[src/rtl/req_pkg.sv]
// ---------------------------------------------------------------------------
// req_pkg
//   Shared constants and types for the request pending latch that sits in
//   front of the 4-to-2 priority encoder.
//
//   Contents:
//     N            number of request lines (matches encoder input width)
//     IDX_W        width of the acknowledge index returned by the encoder
//     SYNC_STAGES  synchroniser depth per request line (>= 2)
//     CNT_W        width of the saturating event counter
//     PC_W         width needed to hold a popcount of N bits
//     req_vec_t    one bit per request line
//     req_idx_t    encoded line index
//     popcount     number of set bits in a req_vec_t
// ---------------------------------------------------------------------------
package req_pkg;

  localparam int N           = 4;
  localparam int IDX_W       = 2;
  localparam int SYNC_STAGES = 2;
  localparam int CNT_W       = 8;
  localparam int PC_W        = $clog2(N + 1);

  typedef logic [N-1:0]     req_vec_t;
  typedef logic [IDX_W-1:0] req_idx_t;

  localparam logic [CNT_W-1:0] CNT_MAX = '1;

  function automatic logic [PC_W-1:0] popcount(input req_vec_t v);
    logic [PC_W-1:0] acc;
    acc = '0;
    for (int i = 0; i < N; i++) begin
      acc = acc + {{(PC_W-1){1'b0}}, v[i]};
    end
    return acc;
  endfunction

endpackage : req_pkg

[src/rtl/sync_edge_det.sv]
// ---------------------------------------------------------------------------
// sync_edge_det
//   Single-bit synchroniser followed by a history flop and a rising-edge
//   detector. The raw input is sampled through STAGES flops; rise_o is high
//   for exactly one clk cycle each time the synchronised level goes 0 -> 1.
//
//   Ports:
//     clk     in   clock
//     rst_n   in   asynchronous active-low reset (all flops to 0)
//     d_i     in   raw asynchronous level
//     rise_o  out  one-cycle pulse on a synchronised rising edge
//
//   All flops reset to 0, so a line already high when reset is released
//   looks like a fresh rising edge and produces one event.
// ---------------------------------------------------------------------------
module sync_edge_det #(
  parameter int STAGES = 2
) (
  input  logic clk,
  input  logic rst_n,
  input  logic d_i,
  output logic rise_o
);

  logic [STAGES-1:0] sync_q;
  logic [STAGES-1:0] sync_d;
  logic              hist_q;
  logic              hist_d;

  always_comb begin
    sync_d = {sync_q[STAGES-2:0], d_i};
    hist_d = sync_q[STAGES-1];
  end

  always_ff @(posedge clk or negedge rst_n) begin
    if (!rst_n) begin
      sync_q <= '0;
      hist_q <= 1'b0;
    end else begin
      sync_q <= sync_d;
      hist_q <= hist_d;
    end
  end

  // Edge detection only looks at the last synchroniser stage, which is the
  // first point where the level is guaranteed stable in the clk domain.
  assign rise_o = sync_q[STAGES-1] & ~hist_q;

endmodule : sync_edge_det

[src/rtl/req_pending_latch.sv]
// ---------------------------------------------------------------------------
// req_pending_latch
//   Upstream stage of the 4-to-2 priority encoder. Raw request lines are
//   synchronised, rising edges are detected, and each event is held as a
//   sticky pending bit until the encoder's index acknowledges it.
//
//   Ports:
//     clk          in   clock, all state updates on rising edge
//     rst_n        in   asynchronous active-low reset
//     req_i        in   raw asynchronous request levels
//     mask_i       in   per-line enable for recording new edges
//     ack_valid_i  in   acknowledge strobe
//     ack_idx_i    in   line index to acknowledge (encoder output)
//     ovf_clr_i    in   clear all overflow flags
//     pend_o       out  sticky pending bits, drive encoder a[3:0]
//     any_pend_o   out  OR of pending bits, aligned with pend_o
//     ovf_o        out  sticky per-line overflow (event lost) flags
//     ack_err_o    out  one-cycle pulse: ack hit a non-pending line
//     evt_cnt_o    out  saturating count of recorded events
//
//   Acknowledge handshake: ack_valid_i is a strobe with no back-pressure.
//   Every clk edge on which ack_valid_i is high is one acknowledge of line
//   ack_idx_i; it clears that pending bit if set, otherwise it raises
//   ack_err_o on the following cycle and changes nothing else. Back-to-back
//   strobes are independent acknowledges, one line each.
// ---------------------------------------------------------------------------
module req_pending_latch
  import req_pkg::*;
(
  input  logic             clk,
  input  logic             rst_n,
  input  req_vec_t         req_i,
  input  req_vec_t         mask_i,
  input  logic             ack_valid_i,
  input  req_idx_t         ack_idx_i,
  input  logic             ovf_clr_i,
  output req_vec_t         pend_o,
  output logic             any_pend_o,
  output req_vec_t         ovf_o,
  output logic             ack_err_o,
  output logic [CNT_W-1:0] evt_cnt_o
);

  // -------------------------------------------------------------------------
  // Per-line synchroniser and rising-edge detector
  // -------------------------------------------------------------------------
  req_vec_t rise;

  for (genvar gi = 0; gi < N; gi++) begin : g_sync
    sync_edge_det #(
      .STAGES (SYNC_STAGES)
    ) u_sync_edge_det (
      .clk    (clk),
      .rst_n  (rst_n),
      .d_i    (req_i[gi]),
      .rise_o (rise[gi])
    );
  end

  // -------------------------------------------------------------------------
  // State
  // -------------------------------------------------------------------------
  req_vec_t         pend_q,    pend_d;
  req_vec_t         ovf_q,     ovf_d;
  logic             any_q,     any_d;
  logic             ack_err_q, ack_err_d;
  logic [CNT_W-1:0] cnt_q,     cnt_d;

  req_vec_t         set_v;
  req_vec_t         clr_v;
  logic [PC_W-1:0]  set_cnt;
  logic [CNT_W:0]   cnt_sum;

  always_comb begin
    set_v     = '0;
    clr_v     = '0;
    pend_d    = pend_q;
    ovf_d     = ovf_q;
    any_d     = any_q;
    ack_err_d = 1'b0;
    set_cnt   = '0;
    cnt_sum   = '0;
    cnt_d     = cnt_q;

    // Mask only gates new events; bits already pending are untouched.
    set_v = rise & mask_i;

    // Only a pending bit can be cleared, and at most one per strobe.
    if (ack_valid_i) begin
      clr_v[ack_idx_i] = pend_q[ack_idx_i];
    end

    // set wins over clr: when both hit the same line the ack consumes the
    // old event and the new one stays pending, so nothing is lost.
    pend_d = set_v | (pend_q & ~clr_v);

    // An event is lost only when it arrives on an already pending line that
    // is not being acknowledged this cycle. A loss in the same cycle as
    // ovf_clr_i still leaves the flag set.
    ovf_d = (ovf_clr_i ? '0 : ovf_q) | (set_v & pend_q & ~clr_v);

    any_d = |pend_d;

    ack_err_d = ack_valid_i & ~pend_q[ack_idx_i];

    // One spare bit on the sum catches the carry out for saturation.
    set_cnt = popcount(set_v);
    cnt_sum = {1'b0, cnt_q} + {{(CNT_W+1-PC_W){1'b0}}, set_cnt};
    cnt_d   = cnt_sum[CNT_W] ? CNT_MAX : cnt_sum[CNT_W-1:0];
  end

  always_ff @(posedge clk or negedge rst_n) begin
    if (!rst_n) begin
      pend_q    <= '0;
      ovf_q     <= '0;
      any_q     <= 1'b0;
      ack_err_q <= 1'b0;
      cnt_q     <= '0;
    end else begin
      pend_q    <= pend_d;
      ovf_q     <= ovf_d;
      any_q     <= any_d;
      ack_err_q <= ack_err_d;
      cnt_q     <= cnt_d;
    end
  end

  assign pend_o     = pend_q;
  assign any_pend_o = any_q;
  assign ovf_o      = ovf_q;
  assign ack_err_o  = ack_err_q;
  assign evt_cnt_o  = cnt_q;

endmodule : req_pending_latch

[config.mk]
export PLATFORM = sky130hd
export DESIGN_NAME = req_pending_latch
export DESIGN_NICKNAME = d
export VERILOG_FILES = /design/src/rtl/req_pkg.sv /design/src/rtl/sync_edge_det.sv /design/src/rtl/req_pending_latch.sv
export SDC_FILE = /design/constraint.sdc
export NUM_CORES = 1
export LEC_CHECK = 0
export ABC_AREA = 0
export BUFFER_PORTS_ARGS = -buffer_cell sky130_fd_sc_hd__buf_4
export CORE_MARGIN = 3
export CORE_UTILIZATION = 50
export CTS_BUF_LIST = sky130_fd_sc_hd__clkbuf_16
export DETAILED_ROUTE_END_ITERATION = 8
export GPL_ROUTABILITY_DRIVEN = 0
export GPL_TIMING_DRIVEN = 0
export MAX_ROUTING_LAYER = met4
export PLACE_DENSITY = 0.83
export SLEW_MARGIN = 5
export SYNTH_ARGS = -nofsm -noshare
export SYNTH_HDL_FRONTEND = slang
export SYNTH_HIERARCHICAL = 1
export SYNTH_SLANG_ARGS = --single-unit
[constraint.sdc]
create_clock -name clk -period 3.31 [get_ports clk]
set_input_delay 0.662 -clock clk [delete_from_list [all_inputs] [get_ports clk]]
set_output_delay 0.662 -clock clk [all_outputs]
set_load 0.01 [all_outputs]
==> metrics.md <==
| Metric | Value |
|---|---|
| Status | complete, no violations |
| Setup slack after layout | between 0.6 and 0.7 ns |
| Syn Nets | about 110 |
| Worst Path Class, Setup | flop to flop |
| Final Routed Wirelength | between 2000 and 2500 um |
| Initial antenna violation count | 0 |
| Yosys warnings | 6 |
| Fin. max-slew vios | 0 |
| RSZ-0062 raised after global routing | false |
| Reg clk slew, reported paths | ~0.050 ns |
| DR vias/cell | about 5.4 |
| H-tree Lvls | 2 |
| Reg2reg path depth | 11 |
| Post_cts resized | 0 |
| Clock Power Share | around 40% |
| Vias in the first global route | around 900 |
| Post-DP HPWL | roughly 1600 um |
| Total die area | slightly above 3000 um^2 |
| R2r endpoint | evt_cnt_o[7]$_DFF_PN0_ |
| Syn avg cell area | approximately 13 um^2 |
| Crit-path leading delay family | simple AND/OR/NAND/NOR gates |
| Setup TNS Final | 0 ns |
| Worst-Margin Slew | between 0.3 and 0.4 ns |
| CTS root buffer | clkbuf_16 |
| Worst Path Required | roughly 3.5 ns |
| Critical path endpoint category | flop |
| Power Dens Cells | 768 nW/um^2 |
| Drt wl/cell | ~15 um |
| Worst-path maximum fanout | 5 |
| Delay of the slowest cell on the worst path | ~0.40 ns |
| CP arrival | around 2.8 ns |
| Final Hold Fails | 0 |
| Crit-path cells | nor2b_4 > and2_1 > xnor2_1 > xnor2_1 > fa_1 > inv_1 > fa_1 > and3_1 > nand2_1 > nand2_1 > mux2_1 |
| Final-layout fill cell count | approximately 160 |
| Mapped Cells | 94 |
| Core Util, Final | 72.8% |
| CTS Hold Buffers Added | 0 |
| Slowest-stage cell, CP | fa_1 |
| Share of post-route cells with drive strength above 1 | 33.8% |
| Sequential share of the synthesized area | 62.1% |
| DP Area | 1480 um^2 |
| Final #Nets | approximately 150 |
| Psw | 0.000336 W |
| Clk sinks | 30 |
| Leading area contributor after synthesis | dfrtp_1 |
| Worst r2r src | g_sync[0].u_sync_edge_det/sync_q[1]$_DFF_PN0_ |
| Synth Flop Type | dfrtp_1 |
| Total GRT Usage | roughly a fifth |
| Post-route ant nets | 0 |
| Cell area after layout | approximately 1600 um^2 |
| Worst slew margin | around 75% |
| P&R area growth vs syn | 35.8% |
| Area of the multi-input gates | 443 um^2 |
| I/O pin count | 32 |
| Clock skew | 0.00367 ns |
| Drt drc | 0 |
| Initial DRC Count | 9 |
| Min-delay worst type | input port to async pin |
| Max-cap violations | 0 |
| CTS tree | done |
| Largest net degree at the start of global routing | 31 |
| Yosys reg bits | 30 |
| Dpl cells | 153 |
| FMAX | between 0.3 and 0.4 GHz |
| Post-synth ARST share | 100% |
| ANT cells | 0 |
| Final cell count without fillers | 161 |
| CP startpoint kind | flop |
| Area share of the largest cell type after synthesis | between 60% and 70% |
| CP Buf/Inv Count | 1 |
| Initial Utilization | 53.6% |
| Final count of negative-setup-slack endpoints | 0 |
| P_int | 0.000925 W |
| VDD IR max | roughly 700 uV |
| Area contributors post-synth | dfrtp_1 62%, nand2_1 5.0%, nor2b_4 4.6%, fa_1 3.3%, xnor2_1 2.2% |
| Register area | 751 um^2 |
| First-pass GRT wire length | between 3000 and 4000 um |
| CORE AREA | approximately 2300 um^2 |
| Static Leak | around 0.81 nW |
| Max clock buf depth | 2 |
| Final period utilization | ~80% |
| Worst-skew pair later-pin latency | approximately 0.27 ns |
| Grt ovf | 0 |
| Combinational power share | about a fifth |
| Synth Cell Area | 1210 um^2 |
| Flop2flop setup slack | ~0.67 ns |
| Die width | about 55 um |
| Pre-antenna DRT Iters | 5 |
| Via count | 871 |
| Fin crit period | approximately 2.6 ns |
| Switching share of total power | between 20% and 30% |
| Die H | about 55 um |
| Yosys cell types | 28 |
| Post-synth EDFFs | 0 |
| Dpl ws | roughly 0.44 ns |
| Flop pwr share | 39.4% |
| CTS buffer count | 5 |
| Row cnt | 17 |
| Port Buf Inserts | 31 |
| Post-CTS setup buffer count | 0 |
-- worst max path at each step --
| stage | startpoint | depth (start not counted) | end | slack (ns) |
|---|---|---|---|---|
| 2_1_floorplan | mask_i[0] | 10 | evt_cnt_o[7]$_DFF_PN0_ | 0.75 |
| 3_3_place_gp | mask_i[0] | 11 | evt_cnt_o[7]$_DFF_PN0_ | 0.53 |
| 3_5_place_dp | mask_i[0] | 11 | evt_cnt_o[7]$_DFF_PN0_ | 0.44 |
| 4_1_cts | g_sync[0].u_sync_edge_det/sync_q[1]$_DFF_PN0_ | 11 | evt_cnt_o[7]$_DFF_PN0_ | 0.67 |
| 5_1_grt | g_sync[0].u_sync_edge_det/sync_q[1]$_DFF_PN0_ | 11 | evt_cnt_o[7]$_DFF_PN0_ | 0.51 |
| 6_report | g_sync[0].u_sync_edge_det/sync_q[1]$_DFF_PN0_ | 11 | evt_cnt_o[7]$_DFF_PN0_ | 0.67 |
-- power groups by stage --
stage | clock [W] | combinational (W) | sequential, W
after floorplan | 0 | 0.000108 | 0.000516
after global placement | 0 | 0.000252 | 0.000498
after detailed placement | 0 | 0.000262 | 0.000500
after CTS | 0.000511 | 0.000267 | 0.000497
after global routing | 0.000532 | 0.000295 | 0.000511
final | 0.000502 | 0.000263 | 0.000497
-- registers in the layout, indices dropped and copies added (netlist names) --
name / cells
evt_cnt_o: 8
ovf_o: 4
ack_err_o: 1
any_pend_o: 1
g_sync.u_sync_edge_det/hist_q: 4
pend_o: 4
g_sync.u_sync_edge_det/sync_q: 8
-- metrics by stage --
stage          hold slack (ns)  power [W]
2_1_floorplan            0.331   0.000624
3_3_place_gp             0.332   0.000749
3_5_place_dp             0.336   0.000762
4_1_cts                  0.321    0.00128
5_1_grt                  0.336    0.00134
6_report                 0.309    0.00126
-- kinds of logic (layout without fill, tap and decap cells) --
logic type	after synthesis	count (layout)	synth area share, %
AO/OA/AOI/OAI	10	10	5.90
XOR/XNOR	5	5	3.62
adder cells (fa/ha/maj)	4	4	5.18
buffers and inverters	4	43	1.24
flip-flops	30	30	62.1
multiplexers	3	3	3.62
AND/OR/NAND/NOR	38	38	18.3
-- layout by cell type, fill, tap and decap left out, types with 2 or more instances in the layout --
| cell type | count |
|---|---|
| inv_1 | 4 |
| fa_1 | 2 |
| xor2_1 | 2 |
| dfrtp_1 | 30 |
| nor2b_1 | 3 |
| and2_1 | 2 |
| clkbuf_16 | 5 |
| o21ai_1 | 4 |
| nor2_1 | 3 |
| o2111ai_1 | 2 |
| nand3_1 | 3 |
| buf_4 | 31 |
| nor2b_4 | 4 |
| nand2_1 | 16 |
| and3_1 | 2 |
| clkinv_2 | 2 |
| xnor2_1 | 3 |
-- cell type report --
class	count	area share (%)
clock buffers	5	7.62
clock inverters	3	2.44
inverters	4	0.915
multi-input cells	60	27.0
flip-flops and latches	30	45.7
well taps	28	2.13
repair buffers	31	14.2
-- cells in the mapped netlist, types with 2 or more instances --
cell	instances
o2111ai_1	2
nor2b_1	3
fa_1	2
xnor2_1	3
xor2_1	2
dfrtp_1	30
nand2_1	16
o21ai_1	4
nor2_1	3
inv_1	4
nor2b_4	4
and2_1	2
nand3_1	3
and3_1	2
-- layer usage --
metal	up-vias	track usage, %	wire length [um]
li1	397	-	-
met1	423	21.6	963
met2	43	31.5	1120
met3	8	8.04	212
met4	0	7.29	42
met5	-	-	0
-- worst register-to-register path, stage by stage (launching register included) --
cell,delay (ns)
dfrtp_1,0.37
nor2b_4,0.12
and2_1,0.20
xnor2_1,0.16
xnor2_1,0.25
fa_1,0.26
inv_1,0.07
fa_1,0.40
and3_1,0.25
nand2_1,0.08
nand2_1,0.05
mux2_1,0.30
Note: power is estimated with default switching activity, not from simulation.
